### src/rtl/jtag_regbank_pkg.sv
// Shared frame layout constants and helpers for the JTAG register bank.
package jtag_regbank_pkg;

  // Position of the write flag (scan-in) / error flag (capture) in a frame.
  localparam int WR_BIT   = 0;
  // First bit of the address field; data follows the address.
  localparam int ADDR_LSB = 1;

  // Total frame length: flag bit, address field, data field.
  function automatic int frame_len(input int aw, input int dw);
    return 1 + aw + dw;
  endfunction

endpackage

### src/rtl/jtag_sync.sv
// Multi-flop synchroniser for one asynchronous JTAG input bit.
module jtag_sync #(
  parameter int SYNC_STAGES = 2
) (
  input  logic clk,
  input  logic rst,
  input  logic d,
  output logic q
);

  logic [SYNC_STAGES-1:0] chain_reg;

  // Shift the raw bit through the chain; the last stage is the safe copy.
  always_ff @(posedge clk) begin
    if (rst) begin
      chain_reg <= '0;
    end else begin
      chain_reg <= {chain_reg[SYNC_STAGES-2:0], d};
    end
  end

  assign q = chain_reg[SYNC_STAGES-1];

endmodule

### src/rtl/jtag_regbank.sv
// Addressed bank of JTAG-accessible control registers and status inputs.
// The UJTAG user-DR signals are oversampled on clk, so no DRCK domain exists.
module jtag_regbank
  import jtag_regbank_pkg::*;
#(
  parameter int DATA_WIDTH  = 32,
  parameter int ADDR_WIDTH  = 4,
  parameter int NUM_REGS    = 4,
  parameter int SYNC_STAGES = 2
) (
  input  logic                           clk,
  input  logic                           rst,
  input  logic                           jtag_sel,
  input  logic                           jtag_tck,
  input  logic                           jtag_tdi,
  input  logic                           jtag_tlr,
  input  logic                           jtag_cdr,
  input  logic                           jtag_sdr,
  input  logic                           jtag_udr,
  output logic                           jtag_tdo,
  output logic [NUM_REGS*DATA_WIDTH-1:0] control,
  output logic [NUM_REGS-1:0]            ctrl_wr_stb,
  input  logic [NUM_REGS*DATA_WIDTH-1:0] status,
  output logic                           rd_stb,
  output logic [ADDR_WIDTH-1:0]          rd_addr
);

  localparam int FRAME_LEN = frame_len(ADDR_WIDTH, DATA_WIDTH);
  localparam int CNT_W     = $clog2(FRAME_LEN + 2);
  localparam logic [CNT_W-1:0]      CNT_FULL   = CNT_W'(FRAME_LEN);
  localparam logic [CNT_W-1:0]      CNT_SAT    = CNT_W'(FRAME_LEN + 1);
  localparam logic [ADDR_WIDTH:0]   NUM_REGS_W = (ADDR_WIDTH + 1)'(NUM_REGS);

  // Synchronised JTAG inputs.
  logic [6:0] raw_in;
  logic [6:0] sync_q;
  logic       sel_s, tck_s, tdi_s, tlr_s, cdr_s, sdr_s, udr_s;

  assign raw_in = {jtag_sel, jtag_tck, jtag_tdi, jtag_tlr, jtag_cdr, jtag_sdr, jtag_udr};

  for (genvar gi = 0; gi < 7; gi++) begin : g_sync
    jtag_sync #(
      .SYNC_STAGES(SYNC_STAGES)
    ) u_sync (
      .clk(clk),
      .rst(rst),
      .d  (raw_in[gi]),
      .q  (sync_q[gi])
    );
  end

  assign {sel_s, tck_s, tdi_s, tlr_s, cdr_s, sdr_s, udr_s} = sync_q;

  // Scan state.
  logic                  tck_prev_reg;
  logic                  udr_prev_reg;
  logic [FRAME_LEN-1:0]  shift_reg;
  logic [CNT_W-1:0]      cnt_reg;
  logic [ADDR_WIDTH-1:0] last_addr_reg;
  logic                  err_reg;
  logic                  rd_stb_reg;
  logic [ADDR_WIDTH-1:0] rd_addr_reg;
  logic                  tdo_reg;

  logic                  tck_rise;
  logic                  udr_rise;
  logic                  frm_wr;
  logic [ADDR_WIDTH-1:0] frm_addr;
  logic [DATA_WIDTH-1:0] frm_data;
  logic                  frm_addr_ok;
  logic                  len_ok;
  logic                  wr_commit;
  logic [DATA_WIDTH-1:0] status_word;

  // Edges only count while the user IR is selected.
  assign tck_rise    = tck_s & ~tck_prev_reg & sel_s;
  assign udr_rise    = udr_s & ~udr_prev_reg & sel_s;

  assign frm_wr      = shift_reg[WR_BIT];
  assign frm_addr    = shift_reg[ADDR_LSB +: ADDR_WIDTH];
  assign frm_data    = shift_reg[FRAME_LEN-1 -: DATA_WIDTH];
  assign frm_addr_ok = {1'b0, frm_addr} < NUM_REGS_W;
  assign len_ok      = (cnt_reg == CNT_FULL);
  // A write lands only for a full-length frame aimed at an implemented register.
  assign wr_commit   = udr_rise & ~tlr_s & len_ok & frm_wr & frm_addr_ok;

  // Select the status word for the previously addressed register, 0 if unimplemented.
  always_comb begin
    status_word = '0;
    for (int r = 0; r < NUM_REGS; r++) begin
      if (last_addr_reg == ADDR_WIDTH'(r)) begin
        status_word = status[r*DATA_WIDTH +: DATA_WIDTH];
      end
    end
  end

  // Track previous synced TCK and UDR levels for rise detection.
  always_ff @(posedge clk) begin
    if (rst) begin
      tck_prev_reg <= 1'b0;
      udr_prev_reg <= 1'b0;
    end else begin
      tck_prev_reg <= tck_s;
      udr_prev_reg <= udr_s;
    end
  end

  // Capture, shift and update handling of the scan chain.
  always_ff @(posedge clk) begin
    if (rst) begin
      shift_reg     <= '0;
      cnt_reg       <= '0;
      last_addr_reg <= '0;
      err_reg       <= 1'b0;
      rd_stb_reg    <= 1'b0;
      rd_addr_reg   <= '0;
    end else begin
      rd_stb_reg <= 1'b0;
      if (tlr_s) begin
        shift_reg     <= '0;
        cnt_reg       <= '0;
        last_addr_reg <= '0;
        err_reg       <= 1'b0;
      end else if (tck_rise && cdr_s) begin
        shift_reg   <= {status_word, last_addr_reg, err_reg};
        cnt_reg     <= '0;
        rd_stb_reg  <= 1'b1;
        rd_addr_reg <= last_addr_reg;
      end else if (tck_rise && sdr_s) begin
        shift_reg <= {tdi_s, shift_reg[FRAME_LEN-1:1]};
        if (cnt_reg != CNT_SAT) begin
          cnt_reg <= cnt_reg + CNT_W'(1);
        end
      end else if (udr_rise) begin
        if (!len_ok) begin
          err_reg <= 1'b1;
        end else begin
          last_addr_reg <= frm_addr;
          err_reg       <= ~frm_addr_ok;
        end
      end
    end
  end

  // TDO follows the chain LSB one cycle later; it holds with the chain when deselected.
  always_ff @(posedge clk) begin
    if (rst) begin
      tdo_reg <= 1'b0;
    end else begin
      tdo_reg <= shift_reg[0];
    end
  end

  // One control register and write strobe per implemented address.
  for (genvar gi = 0; gi < NUM_REGS; gi++) begin : g_ctrl
    logic [DATA_WIDTH-1:0] ctrl_reg;
    logic                  stb_reg;

    // Load the register and pulse its strobe when a valid write targets it.
    always_ff @(posedge clk) begin
      if (rst) begin
        ctrl_reg <= '0;
        stb_reg  <= 1'b0;
      end else begin
        stb_reg <= wr_commit && (frm_addr == ADDR_WIDTH'(gi));
        if (wr_commit && (frm_addr == ADDR_WIDTH'(gi))) begin
          ctrl_reg <= frm_data;
        end
      end
    end

    assign control[gi*DATA_WIDTH +: DATA_WIDTH] = ctrl_reg;
    assign ctrl_wr_stb[gi]                      = stb_reg;
  end

  assign jtag_tdo = tdo_reg;
  assign rd_stb   = rd_stb_reg;
  assign rd_addr  = rd_addr_reg;

endmodule

### config.mk
export PLATFORM = sky130hd
export DESIGN_NAME = jtag_regbank
export DESIGN_NICKNAME = d
export VERILOG_FILES = /design/src/rtl/jtag_regbank_pkg.sv /design/src/rtl/jtag_sync.sv /design/src/rtl/jtag_regbank.sv
export SDC_FILE = /design/constraint.sdc
export NUM_CORES = 1
export LEC_CHECK = 0
export BUFFER_PORTS_ARGS = -buffer_cell sky130_fd_sc_hd__buf_2
export CAP_MARGIN = 20
export CORE_AREA = 2 2 131 133
export DETAILED_ROUTE_END_ITERATION = 10
export DIE_AREA = 0 0 133 135
export PLACE_DENSITY = 0.83
export SLEW_MARGIN = 20
export SYNTH_ARGS = -nofsm -noshare
export SYNTH_HDL_FRONTEND = slang
export SYNTH_SLANG_ARGS = --single-unit
### constraint.sdc
create_clock -name clk -period 5.4 [get_ports clk]
set_clock_uncertainty 0.15 [all_clocks]
set_input_delay 0.54 -clock clk [delete_from_list [all_inputs] [get_ports clk]]
set_output_delay 0.54 -clock clk [all_outputs]
set_load 0.005 [all_outputs]
# Word-level counts from Yosys, hierarchy flattened
# Cells that the tools add are included.
# totals
wordCells,71
ramBits,0
romBits,0
register_bits,202
latch_bits,0
n_memories,0
# op_classes
add_sub_neg,1
n_mul,0
n_div,0
n_mux,8
n_eq_ne,8
reduce_logical,15
order_cmp,1
shift,0
n_bitwise,14
# op_table
op,count
2-to-1 mux 32 bit,4
2-to-1 mux 37 bit,2
"equality test 4 x 2 -> 1 bit, second input constant",4
bitwise AND 1 bit,8
"equality test 4 x 1 -> 1 bit, second input constant",2
zero test 4 bit,2
"adder 6 x 1 -> 6 bit, second input constant",1
"equality test 6 bit, second input constant",1
logical AND 1 bit,6
"inequality test 6 bit, second input constant",1
NOT 1 bit,6
"< comparator 4 x 3 -> 1 bit, second input constant",1
AND reduction 2 bit,2
AND reduction 4 bit,1
AND reduction 3 bit,1
OR reduction 3 bit,1
2-to-1 mux 1 bit,2
nonzero test 2 bit,1
OR reduction 2 bit,1

# Longest topological paths before layout
# depth
word_depth,8
mapped_depth,8

# Modules after synthesis
# A second synthesis with hierarchy kept.
# hier_totals
hier_cells,774
area_unflattened_um2,8747.1
# by_module_without_submodules
mod,seq_area_each_um2,cells_each,instances,area_each_um2
jtag_regbank,3763.6,746,1,8379.3
jtag_sync,40.0,4,7,52.6

# Worst setup path after synthesis
# OpenSTA, ideal clock, no wires.
# synth_timing
path_type,reg-to-reg
from,reg cnt_reg[0]
to,reg g_ctrl[3].ctrl_reg[10]
synth_period_minus_slack_ns,2.155
stages_incl_launch_ff,8
t_arrival_ns,1.862
path_slack_ns,3.245
n_path_buf,2
setup_ns,0.143
cell_sequence,dfxtp_1 ha_1 nand4b_2 or4_4 buf_6 buf_12 nand2_2 a21oi_2
# synth_via
elab_chain_cells,5
# synth_rtl
element,line_no,text
start: declaration,jtag_regbank.sv:58,logic [CNT_W-1:0] cnt_reg;
start signal: assignment,jtag_regbank.sv:132,cnt_reg <= cnt_reg + CNT_W'(1);
equality test 6 bit,jtag_regbank.sv:83,assign len_ok = (cnt_reg == CNT_FULL);
bitwise AND 1 bit (3 in series),jtag_regbank.sv:85,assign wr_commit = udr_rise & ~tlr_s & len_ok & frm_wr & frm_addr_ok;
logical AND 1 bit,jtag_regbank.sv:166,if (wr_commit && (frm_addr == ADDR_WIDTH'(gi))) begin
end signal: assignment,jtag_regbank.sv:167,ctrl_reg <= frm_data;
end: declaration,jtag_regbank.sv:156,logic [DATA_WIDTH-1:0] ctrl_reg;
# Every way passes these cells.
# A chain may end at the register's enable or synchronous reset.

# Worst setup path in the final report
# layout_timing
from,reg g_sync[6].u_sync.chain_reg[1]
to,reg shift_reg[17]
# layout_via
elab_chain_cells,3
word_cells_on_any_way,5
cone_classes,mux: 1; bitwise: 1; reduce/logical: 3
# layout_rtl
element,line_no,text
start: declaration,jtag_sync.sv:11,logic [SYNC_STAGES-1:0] chain_reg;
start signal: assignment,jtag_sync.sv:18,"chain_reg <= {chain_reg[SYNC_STAGES-2:0], d};"
bitwise AND 1 bit (*),jtag_regbank.sv:76,assign tck_rise = tck_s & ~tck_prev_reg & sel_s;
"logical AND 1 bit, on equally long branches","jtag_regbank.sv:124, jtag_regbank.sv:129",
2-to-1 mux 37 bit or nonzero test 2 bit (tied branches),n/a,
end signal: assignment,jtag_regbank.sv:125,"shift_reg <= {status_word, last_addr_reg, err_reg};"
end signal: assignment,jtag_regbank.sv:130,"shift_reg <= {tdi_s, shift_reg[FRAME_LEN-1:1]};"
end: declaration,jtag_regbank.sv:57,logic [FRAME_LEN-1:0] shift_reg;
# Mark *: on every way between the ends. The rest lies on a longest branch, timed or not.

==> results list <==
- Outcome: finished clean
* Final RePlAce weighted congestion: between 0.8 and 0.9
- Netlist Area Pre-Place: around 0.0089 sq mm
- HPWL after detailed placement: around 18,000 microns
- Number of buffers created by CTS: 21
- STA classifies the critical path startpoint as a flop.
- The critical path contains buffers and inverters numbering 0 combined.
- Headroom to the max-slew limit came out at 27.3%.
- Clock-pin slew was measured on the worst setup and hold paths at 60 ps.
- Top delay family on crit path: simple AND/OR/NAND/NOR gates
* Top post-synthesis cells by area: dfxtp_1 (45%), a21oi_2 (8.9%), nand2_1 (8.1%), nand2_2 (6.3%), mux2i_1 (6.1%)
* Vias: roughly 7,500
- Detail-routed via count per cell: 5.39
* Endpoint type of the worst setup path: flop
- Dividing the detail-routed wire length by the instance count gives approximately 18 microns.
- The commonest cells after synthesis are dfxtp_1 (202), nand2_1 (191), a21oi_2 (90), nand2_2 (90), mux2i_1 (54).
- First-pass GRT wire length: between 30,000 and 40,000 microns
* Unrepaired setup endpoints after global routing: false
- The post-route netlist has between 40% and 50% of its cells at a drive strength greater than 1.
- The die is 133 microns wide.
- At the pin with the least slew margin, the transition time is about 1100 ps.
- Die height: about 140 microns
* Clock insertion delay at the later pin of the skew report: around 500 ps
- At the end of the flow, the number of nets in the layout was 1,302.
* Number of rows in the core area: 47
- For this run, design rule violations remaining after detail routing come to 0.
- Post-synthesis to final-layout area growth: 21.9%
- Data on the critical path is required at its endpoint by 5650 ps.
- Mapped Cells: between 900 and 1,000
- TritonCTS built the clock tree.
* Post-CTS setup repair buffer count: 0
* Top layer used by detailed routing: met5
- Hold repair after CTS inserted 0 buffers.
* Area fraction of the dominant cell type after synthesis: a little under half
* Detailed-routed wire length on met2: between 10,000 and 15,000 microns
* Max stage delay cell, worst path: nor2_1
- Of all cell types, the one taking the most synthesized area is dfxtp_1.
* Prevailing post-synth register cell: dfxtp_1
* Class of the tightest hold or removal check: in2reg
- All-Layer GR Usage: between 20% and 30%
* Starting DRC count in detailed routing: about 550
- Floorplan Core Area: about 0.016 sq mm
- Post-CTS Resized: 0
* Dpl cells: approximately 1,400
* Dominant cell by count in the synthesized netlist: dfxtp_1
- The clock net in this run drives a total of about 200 sinks.
- Number of setup violations in the final report: 0
* Maximum number of pins on one net before global-route repair: 79
* CTS max path bufs: 3
* Sequential fraction of the synthesis area: 45.5%
- After synthesis, the netlist uses 48 different library cells.
- Met1 Routed Length: ~10,000 microns
- Max cap viols: 0
- Leakage dissipation: 4.28 nW
- Power per cell area: between 200 and 300 mW/mm^2
- Count of pins on the block boundary: ~280
* Count of antenna-violating nets left after detailed routing: 0
* Count of final hold-check violations: 0
* Post-Synthesis Net Count: 1,072
* Final cell count without fillers: roughly 1,400
* Flip-flop count of the largest register after layout: between 100 and 150
- After synthesis the netlist holds a flip-flop and latch count of roughly 200.
- DR pass1 iterations: 5
- For this configuration, the core starts out at a cell density of a little over half.
- Of the available clock period, the critical path in the final layout requires about 56%.
- During synthesis, Yosys emitted a total of 0 warnings.
- The initial antenna violation count came to 2.
- Setup TNS Final: 0 ps
- After layout, the design draws a total of 3.12 mW.
- After global routing the overflow that remains totals 0.
* Vias in the first global route: between 7,000 and 8,000
* Average size of a mapped cell: ~9.5 sq um
- FMAX: roughly 330 MHz
- Arrival time reported for the critical path endpoint: ~3300 ps
- Across the VDD grid, the largest voltage drop is roughly 200 uV.
- In this run the tool buffered the top-level ports with between 200 and 300 buffer cells.
* Worst-path fanout max: 21
- Final slew viol count: 0
* Period minus WS final: between 3000 and 4000 ps
- The tree is rooted in a clkbuf_16.
- FFs w/ async S/R, synth: 0%
* Number of enable-type register cells in the synthesized netlist: 0
* WL met3: between 1500 and 2000 microns
* Post-Route WL: ~25,000 microns
- Cell Chain, Critical Path: nand4b_1 > nor2_1 > nand2_1 > o22ai_1
* Level count of the clock H-tree: 1
- WS Path Type: reg2reg
- The floorplan step defined a die boundary enclosing 0.0180 sq mm.
- Critical Path Max Stage Delay: just under 800 ps
final timing paths:
check                                                               from                                  endpoint  slack (ps)  cells after the start
worst min register to register  g_sync[2].u_sync.chain_reg[0]$_SDFF_PP0_  g_sync[2].u_sync.chain_reg[1]$_SDFF_PP0_         290                      1
worst max register to register  g_sync[6].u_sync.chain_reg[1]$_SDFF_PP0_                shift_reg[17]$_SDFFE_PP0P_        2390                      4
worst max-delay path            g_sync[6].u_sync.chain_reg[1]$_SDFF_PP0_                shift_reg[17]$_SDFFE_PP0P_        2390                      4
worst min-delay path                                            jtag_udr  g_sync[0].u_sync.chain_reg[0]$_SDFF_PP0_         100                      2
stage by stage:
step	hold slack (ps)	util [%]	instance area (sq um)	worst slack (ps)
final	100	66.1	10800	2390
after CTS	93.6	66.1	10800	2400
after global placement	268	61.6	10100	2340
after detailed placement	274	61.7	10100	2290
after global routing	97.9	66.1	10800	2050
after floorplan	264	-	8900	3240
where the power goes:
| group | total, mW | leakage, nW | switching, mW | internal, mW |
|---|---|---|---|---|
| clock network | 1.50 | 0.361 | 0.596 | 0.907 |
| logic | 0.118 | 2.29 | 0.0603 | 0.0575 |
| registers | 1.50 | 1.63 | 0.00365 | 1.50 |
| total | 3.12 | 4.28 | 0.660 | 2.46 |
worst reg2reg max path, stage by stage (launching register included):
cell and delay (ps):
dfxtp_1 420, nand4b_1 540, nor2_1 770, nand2_1 680, o22ai_1 360
cell usage in the layout (no fill, tap or decap), types with 4 or more instances in the layout:
cell	n
buf_2	273
dfxtp_1	200
nand2_1	190
nand2_2	91
a21oi_2	90
mux2i_1	54
a21oi_1	45
o22ai_1	32
inv_1	24
nor2_1	22
mux4_2	21
clkbuf_16	21
o21ai_0	18
nor2b_1	17
clkbuf_8	7
a31oi_1	6
buf_4	6
nor4_4	4
kinds of logic after synthesis:
logic type,Yosys count,synth area share [%]
compound gates,200,16.0
xor+xnor,3,0.295
fa+ha+maj,3,0.422
buf+inv,98,6.62
flops,202,45.5
mux,75,11.4
simple gates,351,19.8
area by class of cell:
type | count | area [sq um]
tap | 220 | 275
clock buffer | 30 | 629
clock inverter | 7 | 92.6
sequential | 202 | 4050
inverter | 24 | 90.1
timing repair buffer | 281 | 1430
antenna | 1 | 2.50
fill | 1299 | 5560
multi-input combinational | 632 | 4280
layer usage:
layer  GRT usage [%]  up-vias
met2            44.0      301
met5               0        -
met3            4.99       53
li1                -     3600
met4            8.78        2
met1            35.3     3572
Note: power is estimated with default switching activity, not from simulation.
